## src/rtl/exception_ctrl_unit.sv

```systemverilog
// Sequential exception controller: prioritised capture of EPC/cause, timed flush, vector redirect, return and double-fault lockup.
// Optional build macro EXC_COUNTER_EN adds a saturating exception counter (exc_count) with synchronous clear (exc_count_clr).

module exception_ctrl_unit #(
    parameter int                 INSTR_W       = 16,
    parameter int                 ADDR_W        = 16,
    parameter int                 NUM_EXT       = 2,
    parameter logic [15:0]        VALID_OP_MASK = 16'h7FFF,
    parameter logic [15:0]        ARITH_OP_MASK = 16'h0007,
    parameter int                 FLUSH_CYCLES  = 2,
    parameter logic [ADDR_W-1:0]  VECTOR_BASE   = 16'h0100,
    parameter logic [ADDR_W-1:0]  VEC_STRIDE    = 16'h0010
) (
    input  logic                clk,
    input  logic                rst_n,
    input  logic [INSTR_W-1:0]  instruct,
    input  logic                instr_valid,
    input  logic                overflow,
    input  logic [ADDR_W-1:0]   pc,
    input  logic [NUM_EXT-1:0]  ext_req,
    input  logic                eret,
    output logic                exception_flag,
    output logic                flush,
    output logic [1:0]          pc_sel,
    output logic [ADDR_W-1:0]   vector_pc,
    output logic [ADDR_W-1:0]   epc,
    output logic [3:0]          cause,
    output logic                busy,
    output logic                halted
`ifdef EXC_COUNTER_EN
    ,
    input  logic                exc_count_clr,
    output logic [7:0]          exc_count
`endif
);

    // state    | meaning
    // S_IDLE   | normal execution, watching for events
    // S_FLUSH  | pipeline flush, FLUSH_CYCLES long
    // S_VECTOR | one-cycle redirect to the handler vector
    // S_HANDLER| handler running, waiting for eret
    // S_RETURN | one-cycle redirect back to epc
    // S_HALT   | double-fault lockup, exit by reset only
    typedef enum logic [2:0] {
        S_IDLE,
        S_FLUSH,
        S_VECTOR,
        S_HANDLER,
        S_RETURN,
        S_HALT
    } state_t;

    state_t              state, state_nxt;
    logic [3:0]          flush_cnt;
    logic [NUM_EXT-1:0]  pend;
    logic [NUM_EXT-1:0]  pend_all;
    logic [NUM_EXT-1:0]  ext_hit;
    logic [3:0]          ext_code;
    logic [3:0]          op;
    logic                illegal;
    logic                ovf;
    logic                take;
    logic [3:0]          take_code;
    logic                take_ext;
    logic                capture_pc;

    logic unused_instr_bits;
    assign unused_instr_bits = ^instruct[INSTR_W-5:0];

    function automatic logic [ADDR_W-1:0] vec_addr(input logic [3:0] code);
        return VECTOR_BASE + ADDR_W'(code) * VEC_STRIDE;
    endfunction

    assign op       = instruct[INSTR_W-1 -: 4];
    assign illegal  = instr_valid & ~VALID_OP_MASK[op];
    assign ovf      = instr_valid & overflow & ARITH_OP_MASK[op];
    assign pend_all = pend | ext_req;

    // Lowest index wins, so scan from the top and let lower bits overwrite.
    always_comb begin
        ext_hit  = '0;
        ext_code = 4'd0;
        for (int k = NUM_EXT - 1; k >= 0; k--) begin
            if (pend_all[k]) begin
                ext_hit    = '0;
                ext_hit[k] = 1'b1;
                ext_code   = 4'(3 + k);
            end
        end
    end

    always_comb begin
        state_nxt  = state;
        take       = 1'b0;
        take_code  = 4'd0;
        take_ext   = 1'b0;
        capture_pc = 1'b0;
        case (state)
            S_IDLE: begin
                if (illegal) begin
                    take       = 1'b1;
                    take_code  = 4'd1;
                    capture_pc = 1'b1;
                end else if (ovf) begin
                    take       = 1'b1;
                    take_code  = 4'd2;
                    capture_pc = 1'b1;
                end else if (|pend_all) begin
                    take       = 1'b1;
                    take_ext   = 1'b1;
                    take_code  = ext_code;
                    capture_pc = instr_valid;
                end
                if (take) state_nxt = S_FLUSH;
            end
            S_FLUSH: begin
                if (flush_cnt == 4'd0) state_nxt = S_VECTOR;
            end
            S_VECTOR:  state_nxt = S_HANDLER;
            S_HANDLER: begin
                if (eret)                  state_nxt = S_RETURN;
                else if (illegal || ovf)   state_nxt = S_HALT;
            end
            S_RETURN:  state_nxt = S_IDLE;
            S_HALT:    state_nxt = S_HALT;
            default:   state_nxt = S_IDLE;
        endcase
    end

    assign flush  = (state == S_FLUSH) || (state == S_RETURN) || (state == S_HALT);
    assign pc_sel = (state == S_VECTOR) ? 2'b01 :
                    (state == S_RETURN) ? 2'b10 : 2'b00;
    assign busy   = (state != S_IDLE);
    assign halted = (state == S_HALT);

    always_ff @(posedge clk or negedge rst_n) begin
        if (!rst_n) begin
            state          <= S_IDLE;
            pend           <= '0;
            flush_cnt      <= 4'd0;
            epc            <= '0;
            cause          <= 4'd0;
            vector_pc      <= '0;
            exception_flag <= 1'b0;
        end else begin
            state          <= state_nxt;
            exception_flag <= take;
            // Requests arriving while locked up are dropped.
            if (state != S_HALT)
                pend <= pend_all & ~(take_ext ? ext_hit : '0);
            if (take)
                flush_cnt <= 4'(FLUSH_CYCLES - 1);
            else if (state == S_FLUSH && flush_cnt != 4'd0)
                flush_cnt <= flush_cnt - 4'd1;
            if (take && capture_pc)
                epc <= pc;
            if (take) begin
                cause     <= take_code;
                vector_pc <= vec_addr(take_code);
            end else if (state == S_RETURN) begin
                cause <= 4'd0;
            end
        end
    end

`ifdef EXC_COUNTER_EN
    always_ff @(posedge clk or negedge rst_n) begin
        if (!rst_n)
            exc_count <= 8'd0;
        else if (exc_count_clr)
            exc_count <= 8'd0;
        else if (exception_flag && exc_count != 8'hFF)
            exc_count <= exc_count + 8'd1;
    end
`endif

endmodule

```

## config.mk

```make
export PLATFORM = sky130hd
export DESIGN_NAME = exception_ctrl_unit
export DESIGN_NICKNAME = d
export VERILOG_FILES = /design/src/rtl/exception_ctrl_unit.sv
export SDC_FILE = /design/constraint.sdc
export NUM_CORES = 1
export LEC_CHECK = 0
export CORE_MARGIN = 3
export CORE_UTILIZATION = 43
export CTS_CLUSTER_SIZE = 28
export DETAILED_ROUTE_END_ITERATION = 8
export GPL_ROUTABILITY_DRIVEN = 1
export PLACE_DENSITY = 0.9
export SETUP_SLACK_MARGIN = 0.4
export SLEW_MARGIN = 10
export SYNTH_ARGS = -nofsm -noshare
export SYNTH_HDL_FRONTEND = slang
export SYNTH_SLANG_ARGS = --single-unit
```

## constraint.sdc

```tcl
create_clock -name clk -period 4.4 [get_ports clk]
set_clock_uncertainty 0.2 [all_clocks]
set_input_delay 0.66 -clock clk [delete_from_list [all_inputs] [get_ports clk]]
set_output_delay 0.66 -clock clk [all_outputs]
set_load 0.02 [all_outputs]
```

## Word-level counts from Yosys, hierarchy flattened

Memory sizes are Yosys's and may differ from the RTL's.
Cells that the tools add are included.

- Register bits: 46
- Memory bits (read-only): 32
- Input bits: 39
- Output and inout bits: 42
- Word-level logic and storage cells: 75
- Memories: 2

Memories:

| memory | depth | width | rd ports | clocked after memory_dff | write ports | RTL line | source |
|---|---|---|---|---|---|---|---|
| (name not given) | 16 | 1 | 1 | 0 | 0 | 76 | `assign ovf = instr_valid & overflow & ARITH_OP_MASK[op];` |
| (name not given) | 16 | 1 | 1 | 0 | 0 | 75 | `assign illegal = instr_valid & ~VALID_OP_MASK[op];` |

- $add $sub $neg: 2
- Order comparisons: 1
- Eq/ne operators: 9
- Mux-type cells: 34
- Bitwise operators: 7
- Reductions and logical operators: 13

Operators with widths:

| operator | count |
|---|---|
| 4-bit 2-to-1 mux | 9 |
| 3-bit 2-to-1 mux | 5 |
| 3-bit one-hot mux with 5 select lines | 1 |
| 1-bit 2-to-1 mux | 14 |
| 9-bit by 8-bit adder with 10-bit output (first input constant) | 1 |
| 2-bit 2-to-1 mux | 5 |
| 3-bit by 2-bit == test with 1-bit output (second input constant) | 2 |
| 3-bit == test (second input constant) | 2 |
| 3-bit inequality test (second input constant) | 2 |
| 4-bit by 5-bit < comparator with 1-bit output (second input constant) | 1 |
| 4-bit zero test | 1 |
| 2-bit nonzero test | 2 |
| 4-bit nonzero test | 1 |
| 4-bit by 1-bit subtractor with 4-bit output (second input constant) | 1 |
| 1-bit AND | 3 |
| 3-bit by 1-bit == test with 1-bit output (second input constant) | 1 |
| 3-bit zero test | 1 |
| 1-bit logical OR | 3 |
| 3-bit AND reduction | 1 |
| 3-bit nonzero test | 1 |
| 2-bit AND | 1 |
| 1-bit logical AND | 2 |
| 2-bit by 1-bit inequality test with 1-bit output (second input constant) | 1 |
| 2-bit inequality test (second input constant) | 1 |
| 4 further kinds | 4 |

## Longest topological paths before layout

Gate-level depths: netlist (run 1).

- Word-level depth: 9
- Depth in mapped cells: 7

## Worst setup path after synthesis (run 1)

No wires, ideal clock.

- Kind: input to register
- Start point: input port overflow
- End point: register epc[10]
- Data arrival time: 1.884 ns
- Path slack: 2.191 ns
- Stages on the path: 5
- Path through: a21boi_2 -> nor3b_2 -> o311ai_4 -> buf_12 -> mux2_4

- Cells in the longest elaborated chain, start to end: 7

RTL lines:

| element | RTL line | source |
|---|---|---|
| start: declaration | 18 | `input logic overflow,` |
| 1-bit AND * (2 in series) | 76 |  |
| 1-bit 2-to-1 mux | 104 | `end else if (ovf) begin` |
| 1-bit 2-to-1 mux | 100 | `if (illegal) begin` |
| 1-bit 2-to-1 mux (2 in series) | 98 | `case (state)` |
| 1-bit logical AND * | 155 | `if (take && capture_pc)` |
| end signal: assignment | 156 | `epc <= pc;` |
| end: declaration | 26 | `output logic [ADDR_W-1:0] epc,` |

Mark *: on every way between the ends. The rest lies on a longest branch, timed or not. The select of a mux whose other input is x is not followed.
A chain may end at the register's enable or synchronous reset.

## Worst setup path in the final report (run 1)

- Start point: register state[2]
- End point: output port pc_sel[1]

- Cells in the longest elaborated chain, start to end: 3

RTL lines:

| element | RTL line | source |
|---|---|---|
| start: declaration | 53 | `state_t state, state_nxt;` |
| start signal: assignment | 146 | `state <= state_nxt;` |
| 3-bit == test | 132 | `(state == S_RETURN) ? 2'b10 : 2'b00;` |
| 2-bit 2-to-1 mux | 132 |  |
| 2-bit 2-to-1 mux * | 131 | `assign pc_sel = (state == S_VECTOR) ? 2'b01 :` |
| end: declaration | 24 | `output logic [1:0] pc_sel,` |

Mark *: on every way between the ends. The rest lies on a longest branch, timed or not.

==> impl_metrics.env, run 1 <==
export IMPL_numCtsBuffers=5
export IMPL_routedWlPerCell_um=13.7
export IMPL_num_rows=22
export IMPL_synth_seq_cells=33
export IMPL_pin_count=81
export IMPL_regArea_um2=826
export IMPL_io_buffer_count=55
export IMPL_nNetsFinal=233
export IMPL_synth_distinct_cells=44
export IMPL_coreArea_um2=3740
export IMPL_place_congestion=0.755
export IMPL_yosys_area_top_type_share_pct=48.6
export IMPL_finalSetupViolations=0
export IMPL_dp_cells=233
export IMPL_grt_max_degree=34
export IMPL_fin_crit_sh_pct=65.4
export IMPL_dr_pass1_iters=4
export IMPL_cts_num_sinks=33
export IMPL_status="finished, final reports clean"
export IMPL_postSynthAreaPerCell_um2=12.6
export IMPL_min_from="vector_pc[8]$_DFFE_PN0P_"
export IMPL_wl_mm=3.29
export IMPL_startpoint_type="flop"
export IMPL_maxCapViolations=0
export IMPL_drtIter0Drc=61
export IMPL_fmax_mhz=347
export IMPL_hold_path_depth=1
export IMPL_initial_core_util_pct=45.4
export IMPL_power_per_cell_area_nw_per_um2=689
export IMPL_cts_setup_buffers=0
export IMPL_min_period_ps=2880
export IMPL_max_vdd_ir_drop_mv=0.350
export IMPL_grtUsageMet2_pct=21.4
export IMPL_crit_type="reg -> out"
export IMPL_cts_root_buffer="clkbuf_8"
export IMPL_grt_setup_unrepaired="no"
export IMPL_placed_cell_area_um2=2220
export IMPL_final_cells=241
export IMPL_crit_path_cell_trace="or3b_2 > inv_1 > clkdlybuf4s50_1"
export IMPL_area_growth_syn_to_layout_pct=35.7
export IMPL_num_antenna_cells=0
export IMPL_vias=1125
export IMPL_fillCellCount=331
export IMPL_hold_slack_ps=277
export IMPL_drive_gt1_share_pct=21.8
export IMPL_slowest_delay_ps=590
export IMPL_worstMarginPinSlew_ps=1020
export IMPL_p_leak_nw=1.02
export IMPL_cts_tree="yes"
export IMPL_relSlewSlack_pct=31.7
export IMPL_layout_common_cells="clkdlybuf4s50_1 (55), dfrtp_1 (33), conb_1 (13)"
export IMPL_design_area_um2=2310
export IMPL_critPathRequiredTime_ps=3540
export IMPL_multi_input_area_um2=754
export IMPL_htree_levels=2
export IMPL_dieArea_um2=4750
export IMPL_reg2reg_slack_ps=2110
export IMPL_clk_path_buf_depth=2
export IMPL_cts_hold_buffers_added=0
export IMPL_synthTopCellsByArea="dfrtp_1 (49%), mux2_4 (9.7%), buf_4 (6.2%)"
export IMPL_grt_pass1_wl_mm=4.97
export IMPL_rr_startpoint="pend[0]$_DFFE_PN0N_"
export IMPL_dp_hpwl_mm=2.48
export IMPL_fin_tns_setup_ps=0
export IMPL_syn_area_um2=1700
export IMPL_busiest_layer="met2"
export IMPL_regToRegEndpoint="epc[1]$_DFFE_PN0P_"
export IMPL_drv_slew=0
export IMPL_clkTransAtPathRegs_ps=60
export IMPL_ys_warn_count=0
export IMPL_holdCritPathClass="reg -> reg"
export IMPL_endpoint_kind="primary output"
export IMPL_p_total_w=0.00159
export IMPL_track_usage_pct=14.5
export IMPL_hold_viol_final=0
export IMPL_yosysSeqAreaShare_pct=48.6
export IMPL_layout_commonest_cell="clkdlybuf4s50_1"
export IMPL_slowest_stage="clkdlybuf4s50_1"
export IMPL_overflow=0
export IMPL_antenna_found_initial=0
export IMPL_arrival_ps=2020
export IMPL_grt_use_met1_pct=19.6
export IMPL_grt_pass1_vias=1046
export IMPL_critPathMaxFanout=9
export IMPL_synth_cells=135
export IMPL_reg2regPathDepth=4
export IMPL_ctsResizeCount=0
export IMPL_via_per_inst=4.67
export IMPL_chipWidth_um=68.9
export IMPL_yosysTopAreaCell="dfrtp_1"
export IMPL_drcViolationCount=0
export IMPL_ant_nets=0
export IMPL_clk_latency_ps=280
export IMPL_grt_util_met3_pct=4.54
export IMPL_die_height_um=68.9
export IMPL_whs_endpoint="vector_pc[8]$_DFFE_PN0P_"
[cells by family after synthesis]
family          after synthesis  synth area share (%)
compound gates               17                  9.86
simple gates                 34                  13.2
fa+ha+maj                     2                  1.47
other cells                   1                 0.221
buf+inv                      25                  9.71
mux                          19                  14.9
xor+xnor                      4                  2.06
flops                        33                  48.6
[worst max path at each step]
stage / startpoint / endpoint / slack (ps) / cells past startpoint
after floorplan: overflow / epc[10]$_DFFE_PN0P_ / 2190 / 5
after global placement: ext_req[0] / epc[0]$_DFFE_PN0P_ / 1320 / 5
after detailed placement: ext_req[0] / epc[1]$_DFFE_PN0P_ / 1300 / 5
after CTS: state[2]$_DFFE_PN0P_ / pc_sel[1] / 1500 / 3
after global routing: state[2]$_DFFE_PN0P_ / pc_sel[1] / 1420 / 3
final: state[2]$_DFFE_PN0P_ / pc_sel[1] / 1520 / 3
[per-layer routing]
layer	vias up	part of all wire (%)	wire length, µm
met5	-	0	0
met4	0	1.7	57
met3	7	6.1	202
met2	39	51	1670
met1	531	41	1370
li1	548	-	-
[critical path: cells and delay by family, from the launching register on]
kind	cells	cell delay (ps)
and+or+nand+nor	1	540
buffers and inverters	2	670
DFF	1	530
[flip-flops by register name, summed over array words and instances (netlist names)]
register        cells
epc                16
flush_cnt           4
vector_pc           4
cause               3
state               3
pend                2
exception_flag      1
[layout make-up]
class / count / share of cell area (%)
multi-input cells: 89 / 32.7
well taps: 48 / 2.60
clock inverters: 2 / 0.434
clock buffers: 6 / 3.15
repair buffers: 56 / 24.2
inverters: 7 / 1.14
flip-flops and latches: 33 / 35.8
[Yosys cell counts, drive strengths merged]
master  number
o31ai        2
xor2         2
nor3b        3
or3b         2
nand3b       1
a21boi       1
conb         1
or2          1
and2         4
ha           2
a32o         1
o311ai       1
a22o         3
inv          7
buf         17
nand2b       2
dfrtp       33
nand3        3
nor3         2
xnor2        2
o32ai        1
and4         1
a21oi        4
mux2i        1
nand2        4
nor2        10
o21ai        1
a21o         1
clkbuf       1
mux2        18
a221oi       1
a31o         1
or4b         1
[report_power, final]
group          total (W)  internal (W)  switching [W]
logic           0.000833      0.000450       0.000382
registers       0.000547      0.000443       0.000104
clock network   0.000211      0.000109       0.000102
total            0.00159       0.00100       0.000588
[metrics by stage]
| step | setup WS [ps] | util, % |
|---|---|---|
| 2_1_floorplan | 2190 | - |
| 3_3_place_gp | 1320 | 59.4 |
| 3_5_place_dp | 1300 | 59.4 |
| 4_1_cts | 1500 | 61.6 |
| 5_1_grt | 1420 | 61.6 |
| 6_report | 1520 | 61.6 |
Note: power is estimated with default switching activity, not from simulation.
==> run 2: changes to the inputs <==
--- a/config.mk
+++ b/config.mk
@@ -6,11 +6,11 @@
 export NUM_CORES = 1
 export LEC_CHECK = 0
 export CORE_MARGIN = 3
-export CORE_UTILIZATION = 43
+export CORE_UTILIZATION = 41
 export CTS_CLUSTER_SIZE = 28
 export DETAILED_ROUTE_END_ITERATION = 8
 export GPL_ROUTABILITY_DRIVEN = 1
-export PLACE_DENSITY = 0.9
+export PLACE_DENSITY = 0.86
 export SETUP_SLACK_MARGIN = 0.4
 export SLEW_MARGIN = 10
 export SYNTH_ARGS = -nofsm -noshare
==> constraint.sdc (replaced) <==
create_clock -name clk -period 2.9 [get_ports clk]
set_clock_uncertainty 0.2 [all_clocks]
set_input_delay 0.435 -clock clk [delete_from_list [all_inputs] [get_ports clk]]
set_output_delay 0.435 -clock clk [all_outputs]
set_load 0.02 [all_outputs]
==> run 2 against run 1 <==
  * Sequential share of layout area down 0.051 points
  * Combinational power increased by 52%
  * Sequential power increased by 53%
  * Register-to-register slack got worse by 1200 ps
  * Routed wire length up 3.6%
==> impl_metrics.env, run 2 (synthesized netlist as in run 1, its figures left out) <==
export IMPL_regMostFlops="epc"
export IMPL_vias=1144
export IMPL_design_area_um2=2320
export IMPL_clk_latency_ps=280
export IMPL_antenna_found_initial=0
export IMPL_maxCapViolations=0
export IMPL_nNetsFinal=234
export IMPL_num_antenna_cells=0
export IMPL_cts_root_buffer="clkbuf_8"
export IMPL_grt_pass1_wl_mm=5.71
export IMPL_grt_setup_unrepaired="no"
export IMPL_ant_nets=0
export IMPL_area_growth_syn_to_layout_pct=36.5
export IMPL_grtUsageMet2_pct=23.8
export IMPL_die_height_um=70.4
export IMPL_via_per_inst=4.75
export IMPL_p_leak_nw=1.03
export IMPL_dieArea_um2=4960
export IMPL_coreArea_um2=3830
export IMPL_worstSetupStartpoint="state[1]$_DFFE_PN0P_"
export IMPL_wl_mm=3.41
export IMPL_min_from="vector_pc[8]$_DFFE_PN0P_"
export IMPL_grt_pass1_vias=1219
export IMPL_placed_cell_area_um2=2230
export IMPL_clkTransAtPathRegs_ps=60
export IMPL_startpoint_type="flop"
export IMPL_drive_gt1_share_pct=23.3
export IMPL_pin_count=81
export IMPL_endpoint_kind="primary output"
export IMPL_fillCellCount=324
export IMPL_rr_startpoint="pend[0]$_DFFE_PN0N_"
export IMPL_dr_pass1_iters=4
export IMPL_htree_levels=2
export IMPL_initial_core_util_pct=44.4
export IMPL_chipWidth_um=70.4
export IMPL_drv_slew=0
export IMPL_critPathRequiredTime_ps=2270
export IMPL_fmax_mhz=413
export IMPL_finalSetupViolations=0
export IMPL_status="finished, final reports clean"
export IMPL_grt_max_degree=34
export IMPL_largest_reg_flops=16
export IMPL_numCtsBuffers=5
export IMPL_arrival_ps=1790
export IMPL_layout_commonest_cell="clkdlybuf4s50_1"
export IMPL_drtIter0Drc=29
export IMPL_cts_num_sinks=33
export IMPL_fin_tns_setup_ps=0
export IMPL_track_usage_pct=14.8
export IMPL_min_period_ps=2420
export IMPL_busiest_layer="met2"
export IMPL_routedWlPerCell_um=14.2
export IMPL_num_rows=22
export IMPL_io_buffer_count=55
export IMPL_grt_use_met1_pct=18.5
export IMPL_crit_type="reg -> out"
export IMPL_drcViolationCount=0
export IMPL_reg_top3="epc x16, flush_cnt x4, vector_pc x4"
export IMPL_hold_viol_final=0
export IMPL_max_vdd_ir_drop_mv=0.530
export IMPL_cts_tree="yes"
export IMPL_clk_path_buf_depth=2
export IMPL_dp_hpwl_mm=2.55
export IMPL_power_per_cell_area_nw_per_um2=1060
export IMPL_place_congestion=0.822
export IMPL_critPathMaxFanout=9
export IMPL_fin_crit_sh_pct=83.5
export IMPL_grt_util_met3_pct=4.17
export IMPL_layout_common_cells="clkdlybuf4s50_1 (54), dfrtp_1 (30), conb_1 (13)"
export IMPL_holdCritPathClass="reg -> reg"
export IMPL_overflow=0
## run 2: layer usage
layer | up-vias | share of wire, %
met5 | - | 0
met4 | 0 | 1.8
met3 | 7 | 5.0
met2 | 38 | 50
met1 | 550 | 43
li1 | 549 | -
## run 2: path summary, 6_finish.rpt
check                           cells past startpoint                       end  slack (ps)
worst max-delay path                                3                      busy         480
worst min-delay path                                1  vector_pc[8]$_DFFE_PN0P_         280
worst max register to register                      5        epc[1]$_DFFE_PN0P_         950
worst min register to register                      1  vector_pc[8]$_DFFE_PN0P_         280
max in group asynchronous                           2      state[2]$_DFFE_PN0P_        1840
min in group asynchronous                           2  exception_flag$_DFF_PN0_         350
## run 2: area by class of cell
type,count,area [µm²],area share [%]
Sequential cell,33,830,35.7
Clock buffer,7,86.3,3.72
Timing Repair Buffer,57,564,24.3
Tap cell,48,60.1,2.59
Multi-Input combinational cell,89,754,32.5
Inverter,7,26.3,1.13
## run 2: critical path: stages (launching register included)
cell and delay (ps):
dfrtp_2 480, nor3_4 310, inv_1 150, clkdlybuf4s50_1 560
## run 2: power breakdown
part	leakage, nW	switching [W]	internal, W	total, W
combinational	0.597	0.000582	0.000685	0.00127
clock	0.0443	0.000156	0.000188	0.000344
sequential	0.386	0.000162	0.000676	0.000838
## run 2: what timing repair did
item	4_1_cts	5_1_grt
endpoints found under the setup margin	1	0
setup buffers	0	0
hold buffers	0	0
resized for setup	4	0
## run 2: stage by stage
stage / utilization (%) / total power [W] / std cells / hold slack, ps / setup WS [ps]
global route: 60.7 / 0.00261 / 241 / 314 / 401
detailed placement: 58.3 / 0.00212 / 234 / 264 / 395
global placement: 58.3 / 0.00208 / 234 / 256 / 406
floorplan: - / 0.00164 / 147 / -60.6 / 916
CTS: 60.7 / 0.00248 / 241 / 288 / 453
finish: 60.7 / 0.00245 / 241 / 278 / 478
==> run 3: changes to the inputs <==
==> constraint.sdc (replaced) <==
create_clock -name clk -period 2.3 [get_ports clk]
set_clock_uncertainty 0.2 [all_clocks]
set_input_delay 0.345 -clock clk [delete_from_list [all_inputs] [get_ports clk]]
set_output_delay 0.345 -clock clk [all_outputs]
set_load 0.02 [all_outputs]
==> run 3 against run 2 <==
  * Clock power is 39% higher
  * Global-route usage is 0.71 points higher
  * Sequential share of layout area down 3.3 points
  * Hold slack worse by 11 ps
  * Sequential power up 19%
  * Largest cell class unchanged
==> impl_metrics.env, run 3 (synthesized netlist as in run 1, its figures left out) <==
export IMPL_clk_latency_ps=280
export IMPL_regMostFlops="epc"
export IMPL_num_rows=22
export IMPL_numCtsBuffers=5
export IMPL_critPathMaxFanout=8
export IMPL_layout_commonest_cell="clkdlybuf4s50_1"
export IMPL_p_leak_nw=1.19
export IMPL_grt_pass1_vias=1258
export IMPL_htree_levels=2
export IMPL_grt_setup_unrepaired="yes"
export IMPL_maxCapViolations=0
export IMPL_holdCritPathClass="in -> async"
export IMPL_cts_num_sinks=33
export IMPL_critPathRequiredTime_ps=2260
export IMPL_cts_root_buffer="clkbuf_8"
export IMPL_nNetsFinal=254
export IMPL_hold_viol_final=0
export IMPL_place_congestion=0.769
export IMPL_vias=1243
export IMPL_fin_tns_setup_ps=0
export IMPL_clkTransAtPathRegs_ps=70
export IMPL_startpoint_type="flop"
export IMPL_ant_nets=0
export IMPL_largest_reg_flops=16
export IMPL_routedWlPerCell_um=14.1
export IMPL_layout_common_cells="clkdlybuf4s50_1 (43), dfrtp_1 (33), buf_4 (16)"
export IMPL_clk_path_buf_depth=2
export IMPL_dieArea_um2=4960
export IMPL_fin_crit_sh_pct=81.8
export IMPL_track_usage_pct=15.5
export IMPL_fmax_mhz=531
export IMPL_drive_gt1_share_pct=33.6
export IMPL_chipWidth_um=70.4
export IMPL_num_antenna_cells=0
export IMPL_wl_mm=3.68
export IMPL_finalSetupViolations=0
export IMPL_crit_type="reg -> reg"
export IMPL_grt_pass1_wl_mm=6.08
export IMPL_finalWorstSetupSlack_ps=418
export IMPL_via_per_inst=4.74
export IMPL_cts_tree="yes"
export IMPL_drtIter0Drc=57
export IMPL_initial_core_util_pct=44.4
export IMPL_overflow=0
export IMPL_grt_max_degree=34
export IMPL_power_per_cell_area_nw_per_um2=1330
export IMPL_min_period_ps=1880
export IMPL_reg_top3="epc x16, flush_cnt x4, vector_pc x4"
export IMPL_pre_cts_ws_ps=16.5
export IMPL_max_vdd_ir_drop_mv=0.815
export IMPL_dp_hpwl_mm=2.64
export IMPL_antenna_found_initial=0
export IMPL_io_buffer_count=55
export IMPL_drcViolationCount=0
export IMPL_drv_slew=0
export IMPL_pin_count=81
export IMPL_status="finished, final reports clean"
export IMPL_endpoint_kind="flop"
export IMPL_coreArea_um2=3830
export IMPL_arrival_ps=1840
export IMPL_die_height_um=70.4
export IMPL_dr_pass1_iters=4
export IMPL_area_growth_syn_to_layout_pct=49.7
## run 3: cell types whose count changed in the layout (fill, tap and decap cells not counted), sizes merged
| cell | delta |
|---|---|
| dlygate4sd2 | +6 |
| clkinv | +1 |
| clkdlybuf4s15 | +1 |
| clkdlybuf4s50 | -11 |
| buf | +24 |
## run 3: layout make-up
class / instances / area, µm²
Fill cell: 306 / 1280
Sequential cell: 33 / 826
Multi-Input combinational cell: 89 / 788
Timing Repair Buffer: 77 / 743
Clock buffer: 7 / 96.3
Tap cell: 48 / 60.1
Inverter: 7 / 26.3
Clock inverter: 1 / 5.00
## run 3: per-layer routing
metal  wire [µm]  global-route usage, %
met1        1480                   20.6
met2        1980                   24.6
met3         212                   4.75
met4          11                   3.83
met5           0                      0
## run 3: repair_timing
item / in CTS / in global routing
setup buffers: 4 / 6
hold buffers: 0 / 0
resized for setup: 28 / 10
pin swaps: 5 / 2
gates cloned: 1 / 0
endpoints found under the setup margin: 27 / 18
## run 3: path summary, 6_finish.rpt
kind                                          startpoint                  endpoint  slack [ps]  cells past startpoint
worst max-delay path                state[1]$_DFFE_PN0P_        epc[9]$_DFFE_PN0P_         420                      7
worst min-delay path                               rst_n      state[1]$_DFFE_PN0P_         270                      2
worst max register to register      state[1]$_DFFE_PN0P_        epc[9]$_DFFE_PN0P_         420                      7
worst min register to register  vector_pc[5]$_DFFE_PN0P_  vector_pc[5]$_DFFE_PN0P_         290                      1
max in group asynchronous                          rst_n        epc[0]$_DFFE_PN0P_        1340                      2
min in group clk                vector_pc[5]$_DFFE_PN0P_  vector_pc[5]$_DFFE_PN0P_         290                      1
## run 3: metrics by stage
step	power (W)	instance area [µm²]	utilization, %	hold WS, ps	instances
after floorplan	0.00206	1750	-	-151	147
after global placement	0.00271	2310	60.4	257	243
after detailed placement	0.00276	2310	60.4	281	243
after CTS	0.00329	2470	64.6	283	256
after global routing	0.00360	2540	66.5	305	262
final	0.00339	2540	66.5	267	262
## run 3: power breakdown
part	total [W]	switching, W	internal (W)
Clock	0.000477	0.000207	0.000270
Combinational	0.00192	0.000858	0.00106
Sequential	0.000996	0.000148	0.000847
## run 3: worst max-delay path: stages, from the launching register on
cell and delay, ps:
dfrtp_1 390, buf_6 140, nor3_4 190, buf_6 130, o311ai_4 110, buf_4 160, buf_12 140, mux2_4 300
